### src/rtl/z80_bus_responder_pkg.sv
// Shared types for the Z80 bus responder: bus FSM states and the address-window compare.
package z80_bus_responder_pkg;

    typedef enum logic [1:0] {
        ST_IDLE = 2'd0,
        ST_REQ  = 2'd1,
        ST_DONE = 2'd2
    } bus_state_t;

    function automatic logic in_window(input logic [15:0] adr,
                                       input logic [15:0] base,
                                       input logic [15:0] top);
        return (adr >= base) && (adr <= top);
    endfunction

endpackage

### src/rtl/z80_irq_gen.sv
// Vblank-driven maskable interrupt: synchronise, detect rising edge, hold intreq
// until the CPU acknowledges or the timeout counter runs out.
module z80_irq_gen #(
    parameter int INT_TIMEOUT = 1024
) (
    input  logic clk,
    input  logic reset_n,
    input  logic vblank,
    input  logic intack,
    output logic intreq
);
    localparam int CW = $clog2(INT_TIMEOUT);
    localparam logic [CW-1:0] RELOAD = CW'(INT_TIMEOUT - 1);

    logic [2:0]    sync;
    logic          rise;
    logic [CW-1:0] cnt;

    // sync[1:0] is the synchroniser, sync[2] is the previous sample for edge detect
    assign rise = sync[1] & ~sync[2];

    always_ff @(posedge clk or negedge reset_n) begin
        if (!reset_n) begin
            sync   <= '0;
            cnt    <= '0;
            intreq <= 1'b0;
        end else begin
            sync <= {sync[1:0], vblank};
            if (rise) begin
                intreq <= 1'b1;
                cnt    <= RELOAD;
            end else if (intreq && (intack || cnt == '0)) begin
                intreq <= 1'b0;
            end else if (intreq) begin
                cnt <= cnt - 1'b1;
            end
        end
    end

endmodule

### src/rtl/z80_bus_responder.sv
// Serves CPU accesses inside an address window from external memory via req/ack,
// stalling the CPU with pause until the data is available; also hosts the vblank IRQ.
module z80_bus_responder
    import z80_bus_responder_pkg::*;
#(
    parameter logic [15:0] WIN_BASE    = 16'h0000,
    parameter logic [15:0] WIN_TOP     = 16'h7FFF,
    parameter int          INT_TIMEOUT = 1024
) (
    input  logic        clk,
    input  logic        reset_n,
    input  logic [15:0] cpu_adr,
    input  logic        cpu_rd,
    input  logic        cpu_wr,
    input  logic [7:0]  cpu_dout,
    output logic [7:0]  cpu_din,
    output logic        cpu_pause,
    output logic        cpu_intreq,
    input  logic        cpu_intack,
    input  logic        vblank,
    output logic        mem_req,
    output logic        mem_we,
    output logic [15:0] mem_adr,
    output logic [7:0]  mem_wdata,
    input  logic [7:0]  mem_rdata,
    input  logic        mem_ack
);
    bus_state_t  state, state_nx;
    logic        hit;
    logic [15:0] win_adr;

    assign win_adr = cpu_adr - WIN_BASE;
    assign hit     = (cpu_rd | cpu_wr) & in_window(cpu_adr, WIN_BASE, WIN_TOP);

    always_ff @(posedge clk or negedge reset_n) begin
        if (!reset_n) state <= ST_IDLE;
        else          state <= state_nx;
    end

    always_comb begin
        state_nx = state;
        case (state)
            ST_IDLE: if (hit)     state_nx = ST_REQ;
            ST_REQ:  if (mem_ack) state_nx = ST_DONE;
            // a new address while the strobe stays up still passes through IDLE
            ST_DONE: if (!hit || win_adr != mem_adr) state_nx = ST_IDLE;
            default: state_nx = ST_IDLE;
        endcase
    end

    // pause is gated by reset so a held strobe cannot stall the CPU during reset
    always_comb begin
        mem_req   = (state == ST_REQ);
        cpu_pause = reset_n & hit & (state != ST_DONE);
    end

    always_ff @(posedge clk or negedge reset_n) begin
        if (!reset_n) begin
            mem_adr   <= '0;
            mem_we    <= 1'b0;
            mem_wdata <= '0;
            cpu_din   <= '0;
        end else begin
            if (state == ST_IDLE && hit) begin
                mem_adr   <= win_adr;
                mem_we    <= cpu_wr;
                mem_wdata <= cpu_dout;
            end
            if (state == ST_REQ && mem_ack && !mem_we)
                cpu_din <= mem_rdata;
        end
    end

    z80_irq_gen #(
        .INT_TIMEOUT(INT_TIMEOUT)
    ) u_irq (
        .clk    (clk),
        .reset_n(reset_n),
        .vblank (vblank),
        .intack (cpu_intack),
        .intreq (cpu_intreq)
    );

endmodule

### config.mk
export PLATFORM = sky130hd
export DESIGN_NAME = z80_bus_responder
export DESIGN_NICKNAME = d
export VERILOG_FILES = /design/src/rtl/z80_bus_responder_pkg.sv /design/src/rtl/z80_irq_gen.sv /design/src/rtl/z80_bus_responder.sv
export SDC_FILE = /design/constraint.sdc
export NUM_CORES = 1
export LEC_CHECK = 0
export BUFFER_PORTS_ARGS = -buffer_cell sky130_fd_sc_hd__buf_4
export CAP_MARGIN = 10
export CORE_AREA = 2 2 72 74
export CTS_BUF_LIST = sky130_fd_sc_hd__clkbuf_8
export CTS_CLUSTER_SIZE = 12
export DETAILED_ROUTE_END_ITERATION = 8
export DIE_AREA = 0 0 74 76
export MAX_ROUTING_LAYER = met4
export PLACE_DENSITY = 0.79
export SETUP_SLACK_MARGIN = 0.02
export SYNTH_ARGS = -nofsm -noshare
export SYNTH_HDL_FRONTEND = slang
export SYNTH_SLANG_ARGS = --single-unit
### constraint.sdc
create_clock -name clk -period 1.5 [get_ports clk]
set_input_delay 0.075 -clock clk [delete_from_list [all_inputs] [get_ports clk]]
set_output_delay 0.075 -clock clk [all_outputs]
set_load 0.005 [all_outputs]
==> run_results.csv, run 1 <==
group,metric,value,unit
timing,worst_slack,-77.30,ps
setup_path,crit_path_start,"u_irq.cnt[0]$_DFFE_PN0P_",
timing,timing.final.crit_period,1577,ps
drt,vias,1654,
min_path,min-delay-path-class,"primary input to register",
power,leakagePower,1.479,nW
place,place_inst,324,
cells_and_area,layout_common_cells,"buf_4, dfrtp_1, mux2_2",
timing,period_share,1.052,
cells_and_area,nets,312,
synth,syn_area_per_cell,12.99,sq um
floorplan,die_w,74,microns
run,cap_violations,0,
drt,wirelength,4730,microns
cells_and_area,utilization,0.6508,
cells_and_area,final_common_cell,"buf_4",
floorplan,initial_core_util,0.4442,
setup_path,cp.required,1650,ps
cts,clk_path_buf_depth,2,
drt,met3_length,205,microns
cells_and_area,stdcell_count,342,
synth,synth-seq-cells,49,
drt,vias_per_cell,4.836,
cells_and_area,regArea,1226,sq um
place,portBuffers,74,
timing,report.final.setup_viol,7,
status,status,"finished, violations left",
timing,hold_viol_final,0,
timing,worst_pin_slew,622.7,ps
global_routing,grt_pass1_wl,7686,microns
floorplan,coreArea,4912,sq um
power,peakVddDrop,765.8,uV
place,dp_hpwl,3311,microns
timing,rsz0062_at_grt,"yes",
drt,drt-met1-wl,2021,microns
cts,cts_buffers,5,
setup_path,cp-start-kind,"register",
floorplan,die-area,5624,sq um
synth,syn_inst,168,
setup_path,end_kind,"register",
cells_and_area,n_antenna_cell,0,
cts,cts.sinks,49,
cts,h-tree-depth,2,
setup_path,path_class,"register to register",
drt,topRoutingLayerUsed,"met4",
timing,skew,3.968,ps
setup_path,rr_startpoint,"u_irq.cnt[0]$_DFFE_PN0P_",
synth,ys_warn_count,0,
cells_and_area,fillCellCount,398,
synth,syn_area,2182,sq um
setup_path,reg2reg_setup_slack,-80,ps
setup_path,cp_data_arrival_time,1730,ps
drt,drtIter0Drc,89,
place,dp_slack,-136.0,ps
place,gp_congestion,0.8396,
power,pwr-share-clk,0.177,
cells_and_area,area_delta_synth_final,46.50,%
cells_and_area,layout-drive-gt1-share,0.5662,
timing,fmax,0.6340,GHz
power,power_density,1283,nW/um^2
floorplan,row_count,26,
setup_path,ff2ff_path_depth,6,
min_path,hold_depth,2,
cts,cts_tree,"yes",
synth,syn_nets,209,
timing,tns,-343.8,ps
floorplan,chipHeight,76,microns
cts,clk_pin_slew,80,ps
power,power_frac_comb,0.347,
power,seqPwrFrac,0.477,
global_routing,overflow,0,
global_routing,antenna_found_initial,0,
power,power.internal,2.946,mW
synth,synth.distinct_cells,31,
cts,clk_latency,290,ps
min_path,worstHoldStart,"cpu_dout[3]",
timing,max_slew_margin,0.5848,
cts,root_buffer,"clkbuf_8",
power,swShare,0.2817,
status,violations,"setup timing",
drt,first_pass_iters,4,
drt,wl_per_cell,13.83,microns
setup_path,cp_max_fo,4,
global_routing,grt_max_degree,50,
timing,drv_slew,0,
drt,drtAntennaViolNets,0,
synth,ys_seq_area_frac,0.5619,
power,p_total,4.102,mW
drt,wl_met2,2431,microns
power,p_sw,1.155,mW
global_routing,grt_usage,0.1794,
drt,drc,0,
floorplan,io_pins,75,
cells_and_area,multi_input_area,998.5,sq um
global_routing,grt_pass1_vias,1696,
[flip-flops by register name, summed over array words and instances, names as in the netlist]
signal	flops
u_irq.sync	3
u_irq.cnt	10
mem_wdata	8
mem_we	1
state	2
u_irq.intreq	1
mem_adr	16
cpu_din	8
[kinds of logic after synthesis]
group,synth area share
DFF,0.5619
and+or+nand+nor,0.1227
muxes,0.1651
xor gates and xnor gates,0.07626
AOI/OAI and AO/OA,0.04759
buffers and inverters,0.01491
adders and majority gates,0.01147
[per-layer routing]
metal	up-vias	track usage
met4	0	0.06909
met5	-	-
met2	52	0.2813
met3	6	0.04101
li1	794	-
met1	802	0.2244
[final cells by class]
class,count,share of cell area
clock inverter,3,0.004697
clock buffer,5,0.02153
inverter,5,0.005871
sequential,49,0.3836
multi-input combinational,111,0.3123
timing repair buffer,99,0.2446
tap,70,0.02740
[power groups by stage]
stage	Combinational, mW	Sequential (mW)	Clock (mW)
floorplan	0.553	1.98	0
global placement	1.36	1.95	0
detailed placement	1.39	1.97	0
CTS	1.42	1.95	0.767
global route	1.55	2.01	0.815
finish	1.42	1.95	0.724
[Yosys cell counts, drive strengths merged]
cell,instances,area share
or3,1,0.0052
a211oi,1,0.0057
nand2,11,0.019
and2,1,0.0029
or4b,1,0.0063
dfrtp,49,0.56
o21ai,6,0.014
o31ai,1,0.0034
a31oi,2,0.0057
nand3,4,0.0092
inv,5,0.0086
xor2,14,0.056
nor4b,1,0.0069
a2111oi,1,0.013
nand3b,1,0.0034
mux2,32,0.17
ha,2,0.011
nor4,3,0.015
clkbuf,1,0.0017
nor3,4,0.0092
a21oi,1,0.0023
a311oi,1,0.0040
nand2b,3,0.0086
buf,2,0.0046
nor2,9,0.017
nor3b,1,0.0057
nand4,1,0.0029
xnor2,5,0.020
and3,4,0.011
[worst max-delay path: stages, from the launching register on]
cell     delay (ps)
dfrtp_1         410
inv_2            70
ha_2            150
nor3b_4         310
nand2_1         160
a31oi_1         200
o21ai_0         140
[stage by stage]
step	cell area (sq um)	hold slack, ps
2_1_floorplan	2202	-220.6
3_3_place_gp	2957	186.8
3_5_place_dp	2957	191.3
4_1_cts	3126	0.6110
5_1_grt	3197	1.573
6_report	3197	16.04
[repair_timing]
item                                    CTS  global route
endpoints found under the hold margin    52             0
buffers inserted                          3             3
endpoints found under the setup margin   11            19
hold buffers                              4             0
pin swaps                                 7            10
resized for setup                         6            11
[path summary, 6_finish.rpt]
check,to
min in group asynchronous,mem_wdata[6]$_DFFE_PN0P_
max in group asynchronous,mem_wdata[1]$_DFFE_PN0P_
setup reg to reg,u_irq.cnt[8]$_DFFE_PN0P_
hold / removal,mem_wdata[3]$_DFFE_PN0P_
setup / recovery,u_irq.cnt[8]$_DFFE_PN0P_
hold reg to reg,u_irq.sync[1]$_DFF_PN0_
Note: power is estimated with default switching activity, not from simulation.
==> inputs of run 2 (changes only) <==
SETUP_SLACK_MARGIN = unset   (was 0.02)
==> run 2 against run 1 <==
Effect of this change: the flow still finishes with violations (setup timing); final area rose by 4.3%; power rose by 2.5%; global-route usage rose by 0.95 points; combinational power rose by 4%; die area did not move; worst hold slack got worse by 5.7 ps; clock power rose by 9.4%; critical path type unchanged; largest cell class unchanged; largest power group unchanged.
==> run_results.csv, run 2 (synthesis results as in run 1) <==
group,metric,value,unit
cells_and_area,largest_register_ffs,16,
floorplan,row_count,26,
timing,report.final.setup_viol,6,
setup_path,ff2ff_path_depth,4,
floorplan,die-area,5624,sq um
setup_path,path_class,"register to register",
cts,clk_path_buf_depth,2,
global_routing,grt_pass1_vias,1764,
timing,period_share,1.071,
drt,wirelength,4840,microns
place,placed_cell_area,2962,sq um
drt,drc,0,
drt,first_pass_iters,4,
min_path,min_to,"cpu_din[4]$_DFFE_PN0P_",
drt,vias_per_cell,4.815,
cts,clk_latency,300,ps
power,power_frac_comb,0.350,
global_routing,grt_usage,0.1890,
power,swShare,0.2815,
power,p_sw,1.183,mW
timing,timing.final.crit_period,1606,ps
power,peakVddDrop,817.4,uV
place,place_inst,324,
setup_path,cp_data_arrival_time,1780,ps
setup_path,cp.required,1670,ps
run,cap_violations,0,
timing,skew,2.886,ps
timing,worst_slack,-106.4,ps
cells_and_area,final_common_cell,"buf_4",
place,gp_congestion,0.8609,
timing,hold_viol_final,0,
cts,cts_tree,"yes",
drt,vias,1695,
place,dp_hpwl,3270,microns
cts,h-tree-depth,2,
cells_and_area,stdcell_count,352,
floorplan,coreArea,4912,sq um
cells_and_area,utilization,0.6786,
setup_path,rr_startpoint,"u_irq.cnt[1]$_DFFE_PN0P_",
cells_and_area,fillCellCount,375,
setup_path,timing.rr.end,"u_irq.cnt[7]$_DFFE_PN0P_",
cells_and_area,top_register,"mem_adr",
cells_and_area,final_cell_area,3333,sq um
timing,max_slew_margin,0.7343,
status,status,"finished, violations left",
min_path,hold_depth,2,
power,seqPwrFrac,0.462,
power,pwr-share-clk,0.188,
setup_path,cp-start-kind,"register",
drt,wl_per_cell,13.75,microns
setup_path,reg2reg_setup_slack,-110,ps
status,violations,"setup timing",
global_routing,grt_max_degree,27,
cts,clk_pin_slew,80,ps
cts,cts.sinks,49,
timing,worst_pin_slew,398.6,ps
min_path,min-delay-path-class,"primary input to register",
timing,fmax,0.6225,GHz
setup_path,cp_max_fo,3,
place,portBuffers,74,
floorplan,die_w,74,microns
power,leakagePower,1.503,nW
cells_and_area,reg_top3,"mem_adr (16), u_irq.cnt (10)",
global_routing,grt_pass1_wl,7859,microns
min_path,worstHoldStart,"mem_rdata[4]",
global_routing,overflow,0,
setup_path,end_kind,"register",
power,power.internal,3.020,mW
global_routing,antenna_found_initial,0,
timing,rsz0062_at_grt,"yes",
cells_and_area,layout-drive-gt1-share,0.5319,
floorplan,chipHeight,76,microns
floorplan,io_pins,75,
drt,drtIter0Drc,50,
cts,cts_buffers,5,
cells_and_area,area_delta_synth_final,52.75,%
drt,drtAntennaViolNets,0,
timing,drv_slew,0,
floorplan,initial_core_util,0.4442,
cells_and_area,n_antenna_cell,0,
power,power_density,1261,nW/um^2
cts,root_buffer,"clkbuf_8",
cells_and_area,layout_common_cells,"buf_4, dfrtp_1, mux2_2",
cells_and_area,nets,323,
[run 2: metal layers]
metal / part of all wire / GRT usage / vias to the layer above
met1: 0.42 / 0.2339 / 838
li1: - / - / 806
met5: 0 / - / -
met2: 0.52 / 0.2991 / 45
met3: 0.045 / 0.04762 / 6
met4: 0.017 / 0.06545 / 0
[run 2: how the worst max path moves through the flow]
stage | start | endpoint | slack [ps]
finish | u_irq.cnt[1]$_DFFE_PN0P_ | u_irq.cnt[7]$_DFFE_PN0P_ | -110
global route | u_irq.cnt[1]$_DFFE_PN0P_ | u_irq.cnt[9]$_DFFE_PN0P_ | -170
CTS | u_irq.cnt[1]$_DFFE_PN0P_ | u_irq.cnt[7]$_DFFE_PN0P_ | -80
detailed placement | u_irq.cnt[1]$_DFFE_PN0P_ | u_irq.cnt[7]$_DFFE_PN0P_ | -90
global placement | u_irq.cnt[1]$_DFFE_PN0P_ | u_irq.cnt[1]$_DFFE_PN0P_ | -50
floorplan | u_irq.cnt[0]$_DFFE_PN0P_ | u_irq.cnt[7]$_DFFE_PN0P_ | -9
[run 2: final cells by class]
type / count / area (sq um) / area share
Inverter: 5 / 18.77 / 0.005631
Tap cell: 70 / 87.58 / 0.02628
Timing Repair Buffer: 110 / 913.4 / 0.2740
Clock inverter: 1 / 7.507 / 0.002252
Multi-Input combinational cell: 111 / 997.2 / 0.2992
Clock buffer: 6 / 82.58 / 0.02477
Sequential cell: 49 / 1226 / 0.3679
[run 2: power by group through the flow]
stage | Sequential (mW) | Combinational, mW | Clock (mW)
after CTS | 1.94 | 1.47 | 0.826
after detailed placement | 1.96 | 1.40 | 0
after floorplan | 1.98 | 0.553 | 0
after global placement | 1.94 | 1.36 | 0
final | 1.94 | 1.47 | 0.792
after global routing | 2.00 | 1.61 | 0.866
[run 2: stage by stage]
step                setup slack [ps]  setup TNS (ps)  hold slack (ps)  power [mW]
floorplan                     -8.761          -8.761           -220.6       2.530
global placement              -50.17          -134.0           -5.001       3.306
detailed placement            -88.51          -414.4           -1.311       3.360
CTS                           -83.82          -297.9            3.877       4.234
global route                  -167.9           -1028            4.453       4.471
finish                        -106.4          -344.6            10.33       4.203
[run 2: critical path, stage by stage (launching register included)]
cell and delay (ps):
dfrtp_1 400, or4b_4 590, a211oi_4 230, and3_1 200, o21ai_1 60
[run 2: timing repair]
action	4_1_cts	5_1_grt
hold buffers	17	0
hold endpoints to repair	39	0
endpoints found under the setup margin	8	15
pin swaps	6	8
buffers inserted	3	1
gates resized for setup	9	9
==> inputs of run 3 (changes only) <==
==> constraint.sdc (replaced) <==
create_clock -name clk -period 1.5 [get_ports clk]
set_input_delay 0.3 -clock clk [delete_from_list [all_inputs] [get_ports clk]]
set_output_delay 0.3 -clock clk [all_outputs]
set_load 0.005 [all_outputs]
==> run 3 against run 2 <==
Effect of this change: the run still ends with setup timing left; critical path depth grew 3; clock power grew 6.1%; register-to-register slack gained 30 ps; critical path type unchanged; worst setup slack gained 31 ps; via count shrank 4.3%; critical endpoint is now u_irq.cnt[6]$_DFFE_PN0P_; sequential share of layout area grew 2.2 points; sequential cell count is the same; global-route usage shrank 0.92 points; maximum frequency grew 2.0%; largest power group unchanged; sequential power is essentially flat.
==> run_results.csv, run 3 (synthesis results as in run 1) <==
group,metric,value,unit
cells_and_area,top_register,"mem_adr",
status,violations,"setup timing",
cts,root_buffer,"clkbuf_8",
power,power_density,1335,nW/um^2
cts,clk_path_buf_depth,2,
global_routing,grt_pass1_vias,1666,
floorplan,initial_core_util,0.4442,
timing,worst_slack,-75.48,ps
status,status,"finished, violations left",
cells_and_area,area_delta_synth_final,44.21,%
drt,drtIter0Drc,84,
timing,hold_viol_final,0,
global_routing,overflow,0,
timing,worst_pin_slew,622.1,ps
place,dp_hpwl,3333,microns
timing,rsz0062_at_grt,"yes",
setup_path,cp_max_fo,5,
cells_and_area,layout-drive-gt1-share,0.5639,
timing,report.final.setup_viol,6,
timing,max_slew_margin,0.5853,
cells_and_area,regArea,1226,sq um
setup_path,end_kind,"register",
setup_path,path_class,"register to register",
drt,wirelength,4532,microns
cts,cts_buffers,5,
cells_and_area,fillCellCount,398,
cells_and_area,stdcell_count,336,
cells_and_area,largest_register_ffs,16,
cells_and_area,reg_top3,"mem_adr (16), u_irq.cnt (10)",
drt,vias,1622,
global_routing,grt_max_degree,50,
drt,wl_per_cell,13.49,microns
floorplan,coreArea,4912,sq um
cells_and_area,final_common_cell,"buf_4",
timing,skew,2.935,ps
cts,hold_buffers,0,
cells_and_area,final_cell_area,3147,sq um
place,gp_congestion,0.7680,
floorplan,die-area,5624,sq um
setup_path,cp.required,1690,ps
global_routing,grt_pass1_wl,7631,microns
floorplan,row_count,26,
cts,clk_pin_slew,90,ps
timing,period_share,1.050,
timing,fmax,0.6347,GHz
cells_and_area,nets,306,
power,leakagePower,1.459,nW
timing,tns,-311.3,ps
floorplan,die_w,74,microns
global_routing,antenna_found_initial,0,
power,peakVddDrop,822.7,uV
power,p_total,4.200,mW
timing,drv_slew,0,
setup_path,cp-start-kind,"register",
timing,timing.final.crit_period,1575,ps
global_routing,grt_usage,0.1797,
cts,cts.sinks,49,
cells_and_area,multi_input_area,982.2,sq um
drt,drc,0,
cts,clk_latency,290,ps
setup_path,cp_data_arrival_time,1760,ps
floorplan,io_pins,75,
place,placed_cell_area,2984,sq um
drt,vias_per_cell,4.827,
drt,drtAntennaViolNets,0,
min_path,min-delay-path-class,"primary input to asynchronous set/reset pin",
place,portBuffers,74,
drt,first_pass_iters,4,
place,dp_slack,-116.4,ps
place,place_inst,327,
cells_and_area,layout_common_cells,"buf_4, dfrtp_1, mux2_2",
run,cap_violations,0,
floorplan,chipHeight,76,microns
cts,cts_tree,"yes",
cts,h-tree-depth,2,
cells_and_area,n_antenna_cell,0,
[run 3: path summary, 6_finish.rpt]
| path | startpoint | to | slack, ps | cells past startpoint |
|---|---|---|---|---|
| worst max-delay path | u_irq.cnt[0]$_DFFE_PN0P_ | u_irq.cnt[6]$_DFFE_PN0P_ | -80 | 7 |
| worst min-delay path | reset_n | mem_wdata[4]$_DFFE_PN0P_ | 110 | 2 |
| worst max register to register | u_irq.cnt[0]$_DFFE_PN0P_ | u_irq.cnt[6]$_DFFE_PN0P_ | -80 | 7 |
| worst min register to register | u_irq.sync[0]$_DFF_PN0_ | u_irq.sync[1]$_DFF_PN0_ | 360 | 0 |
| max in group asynchronous | reset_n | mem_adr[6]$_DFFE_PN0P_ | 960 | 2 |
| min in group clk | vblank | u_irq.sync[0]$_DFF_PN0_ | 110 | 1 |
[run 3: layout make-up]
cell class	count	share of cell area
Tap cell	70	0.02783
Sequential cell	49	0.3897
Clock inverter	1	0.001590
Multi-Input combinational cell	111	0.3121
Timing Repair Buffer	93	0.2322
Inverter	5	0.005964
Clock buffer	7	0.03062
[run 3: where the power goes]
part | total [mW] | leakage [nW] | internal, mW | switching, mW
combinational | 1.41 | 0.851 | 0.932 | 0.476
clock | 0.840 | 0.0542 | 0.417 | 0.423
sequential | 1.95 | 0.553 | 1.69 | 0.260
[run 3: through the flow]
stage	hold slack (ps)	utilization
floorplan	4.409	-
global placement	334.1	0.6075
detailed placement	336.2	0.6075
CTS	99.65	0.6304
global route	88.48	0.6406
finish	107.6	0.6406
[run 3: worst max-delay path, stage by stage, from the launching register on]
cell and delay, ps:
dfrtp_1 390, inv_2 50, ha_1 190, nor3b_4 180
buf_4 150, a2111oi_4 300, xnor2_1 150, nand2_1 60
[run 3: routing by layer]
| metal | share of wire | global-route usage | wire, microns | vias to the layer above |
|---|---|---|---|---|
| met5 | 0 | - | 0 | - |
| met4 | 0.019 | 0.06727 | 85 | 0 |
| met3 | 0.046 | 0.04365 | 208 | 9 |
| met2 | 0.51 | 0.2750 | 2317 | 50 |
| met1 | 0.42 | 0.2304 | 1921 | 787 |
| li1 | - | - | - | 776 |
[run 3: timing repair]
item | 4_1_cts | 5_1_grt
pin swaps | 2 | 6
endpoints found under the setup margin | 9 | 20
gates resized for setup | 4 | 10
buffers inserted | 0 | 1
